--- src/rtl/fp_pack_if.sv ---
// fp_pack handshake bundle: upstream valid/ready with packing inputs,
// downstream valid/ready with the packed word and its flags.
interface fp_pack_if #(
    parameter int P = 23
);
    logic         valid_in;
    logic         ready_in;
    logic [P+3:0] mant_in;
    logic [7:0]   exp_in;
    logic         sign_in;
    logic         inexact_in;
    logic         invalid_in;
    logic         valid_out;
    logic         ready_out;
    logic [31:0]  result;
    logic [4:0]   flags;

    modport slave (
        input  valid_in, mant_in, exp_in, sign_in,
        input  inexact_in, invalid_in, ready_out,
        output ready_in, valid_out, result, flags
    );

    modport master (
        output valid_in, mant_in, exp_in, sign_in,
        output inexact_in, invalid_in, ready_out,
        input  ready_in, valid_out, result, flags
    );
endinterface

--- src/rtl/fp_pack.sv ---
// IEEE-754 single pack stage with a 2-entry output FIFO.
// Define FP_PACK_STICKY_FLAGS_EN to build the sticky flag accumulator.
module fp_pack #(
    parameter int P = 23
) (
    input  logic       clk,
    input  logic       rst,
    fp_pack_if.slave   bus,
    input  logic       clear_flags,
    output logic [4:0] sticky_flags
);
    typedef struct packed {
        logic [31:0] word;
        logic [4:0]  flags;
    } entry_t;

    entry_t     pk;
    entry_t     mem0;
    entry_t     mem1;
    logic [1:0] count;
    logic       push;
    logic       pop;
    logic       nx;
    logic [P-1:0] frac;
    logic       is_nan;
    logic       is_inf;
    logic       is_zero;
    logic       is_sub;

    // Case selects are made mutually exclusive so NaN wins over all others
    assign is_nan  = bus.invalid_in;
    assign is_inf  = !bus.invalid_in && (bus.exp_in == 8'hFF);
    assign is_zero = !bus.invalid_in && (bus.exp_in != 8'hFF)
                     && (bus.mant_in == '0);
    assign is_sub  = !bus.invalid_in && (bus.exp_in == 8'h00)
                     && (bus.mant_in != '0);

    always_comb begin
        nx   = bus.inexact_in | (|bus.mant_in[2:0]);
        frac = bus.mant_in[P+2:3];
        pk   = '0;
        unique case (1'b1)
            is_nan: begin
                pk.word  = 32'h7FC0_0000;
                pk.flags = 5'b10000;
            end
            is_inf: begin
                pk.word  = {bus.sign_in, 8'hFF, {P{1'b0}}};
                pk.flags = 5'b01010;
            end
            is_zero: begin
                pk.word  = {bus.sign_in, 31'b0};
                pk.flags = {3'b000, nx, 1'b1};
            end
            is_sub: begin
                pk.word  = {bus.sign_in, 8'h00, frac};
                pk.flags = {2'b00, nx, nx, 1'b0};
            end
            default: begin
                pk.word  = {bus.sign_in, bus.exp_in, frac};
                pk.flags = {3'b000, nx, 1'b0};
            end
        endcase
    end

    assign bus.ready_in  = (count != 2'd2);
    assign bus.valid_out = (count != 2'd0);
    assign bus.result    = mem0.word;
    assign bus.flags     = mem0.flags;

    assign push = bus.valid_in && bus.ready_in;
    assign pop  = bus.valid_out && bus.ready_out;

    // mem0 is always the head; mem1 only holds the second entry
    always_ff @(posedge clk or posedge rst) begin
        if (rst) begin
            count <= 2'd0;
            mem0  <= '0;
            mem1  <= '0;
        end else begin
            if (pop && (count == 2'd2))
                mem0 <= mem1;
            if (push) begin
                if ((count == 2'd0) || pop)
                    mem0 <= pk;
                else
                    mem1 <= pk;
            end
            count <= count + {1'b0, push} - {1'b0, pop};
        end
    end

`ifdef FP_PACK_STICKY_FLAGS_EN
    always_ff @(posedge clk or posedge rst) begin
        if (rst)
            sticky_flags <= 5'b0;
        else if (clear_flags)
            sticky_flags <= pop ? mem0.flags : 5'b0;
        else if (pop)
            sticky_flags <= sticky_flags | mem0.flags;
    end
`else
    logic unused_clear;
    assign unused_clear = clear_flags;
    assign sticky_flags = 5'b0;
`endif
endmodule
--- src/flat_wrapper.sv ---
// flat-port wrapper written by rule: the top's interface ports become plain ports
module fp_pack_flat 
#(
    parameter int P = 23
)
  (clk, rst, clear_flags, sticky_flags, bus_valid_in, bus_mant_in, bus_exp_in, bus_sign_in, bus_inexact_in, bus_invalid_in, bus_ready_out, bus_ready_in, bus_valid_out, bus_result, bus_flags);
  fp_pack_if #(.P(P)) bus_i ();
  input  logic clk;
  input  logic rst;
  input  logic clear_flags;
  output logic [4:0] sticky_flags;
  input wire logic [$bits(bus_i.valid_in)-1:0] bus_valid_in;
  input wire logic [$bits(bus_i.mant_in)-1:0] bus_mant_in;
  input wire logic [$bits(bus_i.exp_in)-1:0] bus_exp_in;
  input wire logic [$bits(bus_i.sign_in)-1:0] bus_sign_in;
  input wire logic [$bits(bus_i.inexact_in)-1:0] bus_inexact_in;
  input wire logic [$bits(bus_i.invalid_in)-1:0] bus_invalid_in;
  input wire logic [$bits(bus_i.ready_out)-1:0] bus_ready_out;
  output wire logic [$bits(bus_i.ready_in)-1:0] bus_ready_in;
  output wire logic [$bits(bus_i.valid_out)-1:0] bus_valid_out;
  output wire logic [$bits(bus_i.result)-1:0] bus_result;
  output wire logic [$bits(bus_i.flags)-1:0] bus_flags;
  assign bus_i.valid_in = bus_valid_in;
  assign bus_i.mant_in = bus_mant_in;
  assign bus_i.exp_in = bus_exp_in;
  assign bus_i.sign_in = bus_sign_in;
  assign bus_i.inexact_in = bus_inexact_in;
  assign bus_i.invalid_in = bus_invalid_in;
  assign bus_i.ready_out = bus_ready_out;
  assign bus_ready_in = bus_i.ready_in;
  assign bus_valid_out = bus_i.valid_out;
  assign bus_result = bus_i.result;
  assign bus_flags = bus_i.flags;
  fp_pack #(.P(P)) u_core (.clk(clk), .rst(rst), .bus(bus_i), .clear_flags(clear_flags), .sticky_flags(sticky_flags));
endmodule
--- config.mk ---
export PLATFORM = sky130hd
export DESIGN_NAME = fp_pack_flat
export DESIGN_NICKNAME = d
export VERILOG_FILES = /design/src/rtl/fp_pack_if.sv /design/src/rtl/fp_pack.sv /design/src/flat_wrapper.sv
export SDC_FILE = /design/constraint.sdc
export NUM_CORES = 1
export LEC_CHECK = 0
export CORE_AREA = 3 3 101 103
export CTS_CLUSTER_DIAMETER = 80
export CTS_CLUSTER_SIZE = 24
export DETAILED_ROUTE_END_ITERATION = 7
export DIE_AREA = 0 0 104 106
export GPL_ROUTABILITY_DRIVEN = 0
export PLACE_DENSITY = 0.77
export SYNTH_ARGS = -nofsm -noshare
export SYNTH_HDL_FRONTEND = slang
export SYNTH_SLANG_ARGS = --single-unit
--- constraint.sdc ---
create_clock -name clk -period 2.35 [get_ports clk]
set_clock_uncertainty 0.1 [all_clocks]
set_input_delay 0.47 -clock clk [delete_from_list [all_inputs] [get_ports clk]]
set_output_delay 0.47 -clock clk [all_outputs]
set_load 0.05 [all_outputs]
**After elaboration in Yosys (flattened, before gate mapping)**

Cells that the tools add are included.

- Add/sub/neg operators: 2
- $mul: 0
- Divide/modulo/power cells: 0
- $lt $le $gt $ge: 0
- Equality and inequality tests: 4
- Shifts and indexed selects: 0
- Muxes and demuxes: 4
- Bitwise operators: 2
- Reductions and logical operators: 17

Operators by type and width:

| kind | count |
|---|---|
| $pmux 37 s4 | 1 |
| $mux 37 | 3 |
| $logic_not 27->1 | 1 |
| $reduce_bool 27->1 | 1 |
| $eq 8x8->1 const B | 1 |
| $logic_and 1x1->1 | 8 |
| $logic_not 8->1 | 1 |
| $ne 8x8->1 const B | 1 |
| $reduce_or 3->1 | 1 |
| $add 2x1->2 | 1 |
| $eq 2x2->1 const B | 1 |
| $logic_not 2->1 | 1 |
| $ne 2x2->1 const B | 1 |
| $reduce_and 2->1 | 1 |
| $reduce_bool 2->1 | 1 |
| $sub 2x1->2 | 1 |
| $logic_not 1->1 | 1 |
| $logic_or 1x1->1 | 1 |
| $not 1->1 | 1 |
| $or 1x1->1 | 1 |

- Register bits: 76
- Latch bits: 0
- Memory bits (writable): 0
- Bits in read-only memories: 0
- Input bits: 43
- Output and inout port bits: 44
- Memories kept: 0

**Longest topological paths before layout**

- Word-level depth: 6
- Depth in mapped cells: 9

**Worst setup path after synthesis**

Ideal clock, no wire load.

- Kind: register to register
- Start point: reg u_core.count[1]
- End point: reg u_core.count[1]
- Library setup time: 0.126 ns
- Arrival time: 1.856 ns
- Path slack: 0.268 ns
- Stages on the path, launching flop included: 10
- Path buffers: 1
- Period minus slack after synthesis: 2.082 ns
- Cell sequence: dfrtp_1 buf_2 nor2_2 inv_1 and2_1 ha_1 inv_1 ha_1 xnor2_1 xnor2_1

- Elaborated cells between the ends (all ways): 6
- Those cells by class: add/sub (2); eq/ne (1); reduce/logical (3)

RTL lines:

| what | line | source |
|---|---|---|
| start: declaration | fp_pack.sv:20 | `logic [1:0] count;` |
| start signal: assignment | fp_pack.sv:89 | `count <= count + {1'b0, push} - {1'b0, pop};` |
| $reduce_bool 2->1 | fp_pack.sv:67 | `assign bus.valid_out = (count != 2'd0);` |
| net bus_valid_out | flat_wrapper.sv:20 | `output wire logic [$bits(bus_i.valid_out)-1:0] bus_valid_out;` |
| $logic_and 1x1->1 | fp_pack.sv:72 | `assign pop = bus.valid_out && bus.ready_out;` |
| $sub 2x1->2 | fp_pack.sv:89 |  |

The timed path passes the listed nets, and every way through them passes these cells.
A chain may end at the register's enable or synchronous reset.

**Worst setup path after layout**

- Start point: reg u_core.mem0 (netlist bit u_core.bus.result[28])
- End point: out bus_result[28]

RTL lines:

| what | line | source |
|---|---|---|
| start: declaration | fp_pack.sv:18 | `entry_t mem0;` |
| start signal: assignment | fp_pack.sv:82 | `mem0 <= mem1;` |
| start signal: assignment | fp_pack.sv:85 | `mem0 <= pk;` |
| end: declaration | flat_wrapper.sv:21 | `output wire logic [$bits(bus_i.result)-1:0] bus_result;` |

No word-level cell between the ends.

==> reports/summary.txt <==
Outcome: finished, final reports clean
Pwr dens: 1410 nW/um^2
DR pass1 iterations: 4
Initial antenna violation count: 0
Worst setup path category: reg -> out
CTS tree: yes
Synth cell types: 39
Fin. Hold Viols: 0
Port Buffers: 80
First-pass GRT wire length: 14800 um
Setup crit start: u_core.bus.result[28]
Setup-failing EPs final: 0
Critical Path Fanout Max: 3
Netlist Area Pre-Place: 3650 sq um
Num CTS Buffers: 9
CTS H-tree depth: 3
Tmin final: 2.13 ns
Post-synth EDFFs: 0
Final WL: 8850 um
Die height: 106 um
CP Capture Type: primary output
Global Route Usage Sum: 0.165
Actual slew at the worst max-slew pin: 0.633 ns
Most common cell after layout, fill and taps aside: clkdlybuf4s50_1
FF+latch count, synth: 76
Layout cells sized above 1: 0.103
Worst r2r src: u_core.count[0]
Critical Path Slowest Stage Cell: clkdlybuf4s50_1
Fin crit share: 0.905
Post-Place Setup Slack: -0.0202 ns
Clock Tree Root: clkbuf_8
Clock buffer depth: 2
Slew Viols, Final: 0
Max_slew headroom: 0.576
Post-CTS sizing: 0
Commonest cells after routing, fill and taps aside: clkdlybuf4s50_1 (78), dfrtp_1 (76), nand2_1 (57), a21oi_1 (36), nor2_1 (35)
Total power: 6.94 mW
Chip width: 104 um
Worst Hold Path Cells: 2
Sequential area share after synthesis: 0.522
Clock slew at reported path FFs: 0.08 ns
Worst setup margin: 0.224 ns
Vias: 3024
Max stage delay on crit path: 0.83 ns
Final ANT Viol Nets: 0
Detailed placement HPWL: 6190 um
Post-CTS Setup Inserts: 0
Syn Area/Cell: 9.91 sq um
Clk Latency, worst-skew pair: 0.33 ns
Util after Layout: 0.531
CP bufs+invs: 1
Worst EP arrival: 1.56 ns
TritonCTS Sinks: 76
Site Rows: 35
Core Box Area: 9280 sq um
Initial Utilization: 0.393
Gate Count Post-Synth: 368
Congestion Overflow GR: 0
VDD IR max: 0.000832 V
Fmax: 0.470 GHz
Yosys Warn Count: 0
Stages on worst setup path: 1
RSZ-0062 raised after global routing: no
MaxCap Viol Count: 0
Die Area: 11000 sq um
Num ports: 87
Crit path cell chain: clkdlybuf4s50_1
Hold path start: u_core.mem1[13]
Crit-path leading delay family: buffers and inverters
R2r worst-path depth: 8
Via/cell ratio: 5.16
HP Class: reg -> reg
Antenna fix cells: 0
P_leak: 2.07 nW
Post-synth top flop: dfrtp_1
Wire per inst: 15.1 um
Remaining DRCs: 0
Post-CTS Hold Buffers: 0
DRT iter0 DRCs: 120
Largest net degree at the start of global routing: 77
Vias in the first global route: 3060
Synth-to-Final Area Change: 35.2%
Critical path data required time: 1.78 ns
Fin nets: 497
Ys async rst share: 1.00
Worst Setup Start Kind: register
[worst paths after layout]
kind | end | slack (ns)
max | bus_result[28] | 0.22
min | u_core.mem1[13] | 0.38
max reg2reg | u_core.count[1] | 0.52
min reg2reg | u_core.mem1[13] | 0.38
max in group asynchronous | u_core.mem1[7] | 1.35
min in group asynchronous | u_core.mem1[21] | 0.49
[metal layers]
layer,track usage,vias up,part of all wire,wire length (um)
li1,-,1454,-,-
met1,0.210,1463,0.45,3970
met2,0.279,95,0.48,4270
met3,0.0328,12,0.057,504
met4,0.0636,0,0.012,109
met5,0,-,0,0
[logic make-up (layout without fill, tap and decap cells)]
kind of cell    after synthesis  count (layout)  share of synthesized area
simple gates                123             123                      0.150
compound gates               98              98                      0.162
flops                        76              76                      0.522
mux                          33              33                      0.101
buf+inv                      33             118                     0.0532
fa+ha+maj                     2               2                    0.00686
xor+xnor                      2               2                    0.00481
other cells                   1               5                    0.00103
[per-stage QoR]
stage / instances / setup TNS, ns / area (sq um) / hold WS, ns
final: 586 / 0 / 4930 / 0.384
after global placement: 570 / 0 / 4660 / 0.356
after global routing: 586 / 0 / 4930 / 0.420
after detailed placement: 570 / -0.0272 / 4660 / 0.366
after CTS: 586 / 0 / 4930 / 0.390
after floorplan: 372 / 0 / 3660 / 0.343
[cell usage after synthesis (2+ instances only)]
library cell	n	share of area
dfrtp_1	76	0.52
nand2_1	57	0.059
a21oi_1	36	0.049
nor2_1	35	0.036
mux2_1	28	0.086
o21ai_1	25	0.034
o22ai_1	17	0.029
buf_4	12	0.025
buf_2	8	0.011
nor4_1	7	0.012
nor3_1	6	0.0082
o2bb2ai_1	5	0.012
a211oi_2	4	0.014
inv_1	4	0.0041
mux2i_1	4	0.011
nand4_1	4	0.0069
and2_1	3	0.0051
buf_1	3	0.0031
clkbuf_1	3	0.0031
o21ai_0	3	0.0041
buf_6	2	0.0062
ha_1	2	0.0069
nand2b_1	2	0.0034
nand3_1	2	0.0027
nor2_2	2	0.0034
o21a_1	2	0.0041
o21ai_2	2	0.0048
o31ai_1	2	0.0041
xnor2_1	2	0.0048
[power breakdown]
part           leakage [nW]  switching, mW  internal (mW)
clock network         0.131          0.465          0.844
registers             0.919          0.332           1.88
logic                  1.02           2.11           1.31
[registers in the layout, indices dropped and copies added (netlist names)]
| signal | count |
|---|---|
| u_core.mem1 | 37 |
| u_core.bus.flags | 5 |
| u_core.bus.result | 32 |
| u_core.count | 2 |
[cell type report]
| cell class | instances | area [sq um] |
|---|---|---|
| well taps | 129 | 161 |
| clock inverters | 4 | 120 |
| clock buffers | 12 | 145 |
| fillers | 837 | 4360 |
| multi-input cells | 263 | 1570 |
| repair buffers | 97 | 1010 |
| inverters | 5 | 22.5 |
| flip-flops and latches | 76 | 1900 |
(Power assumes the default switching activity.)
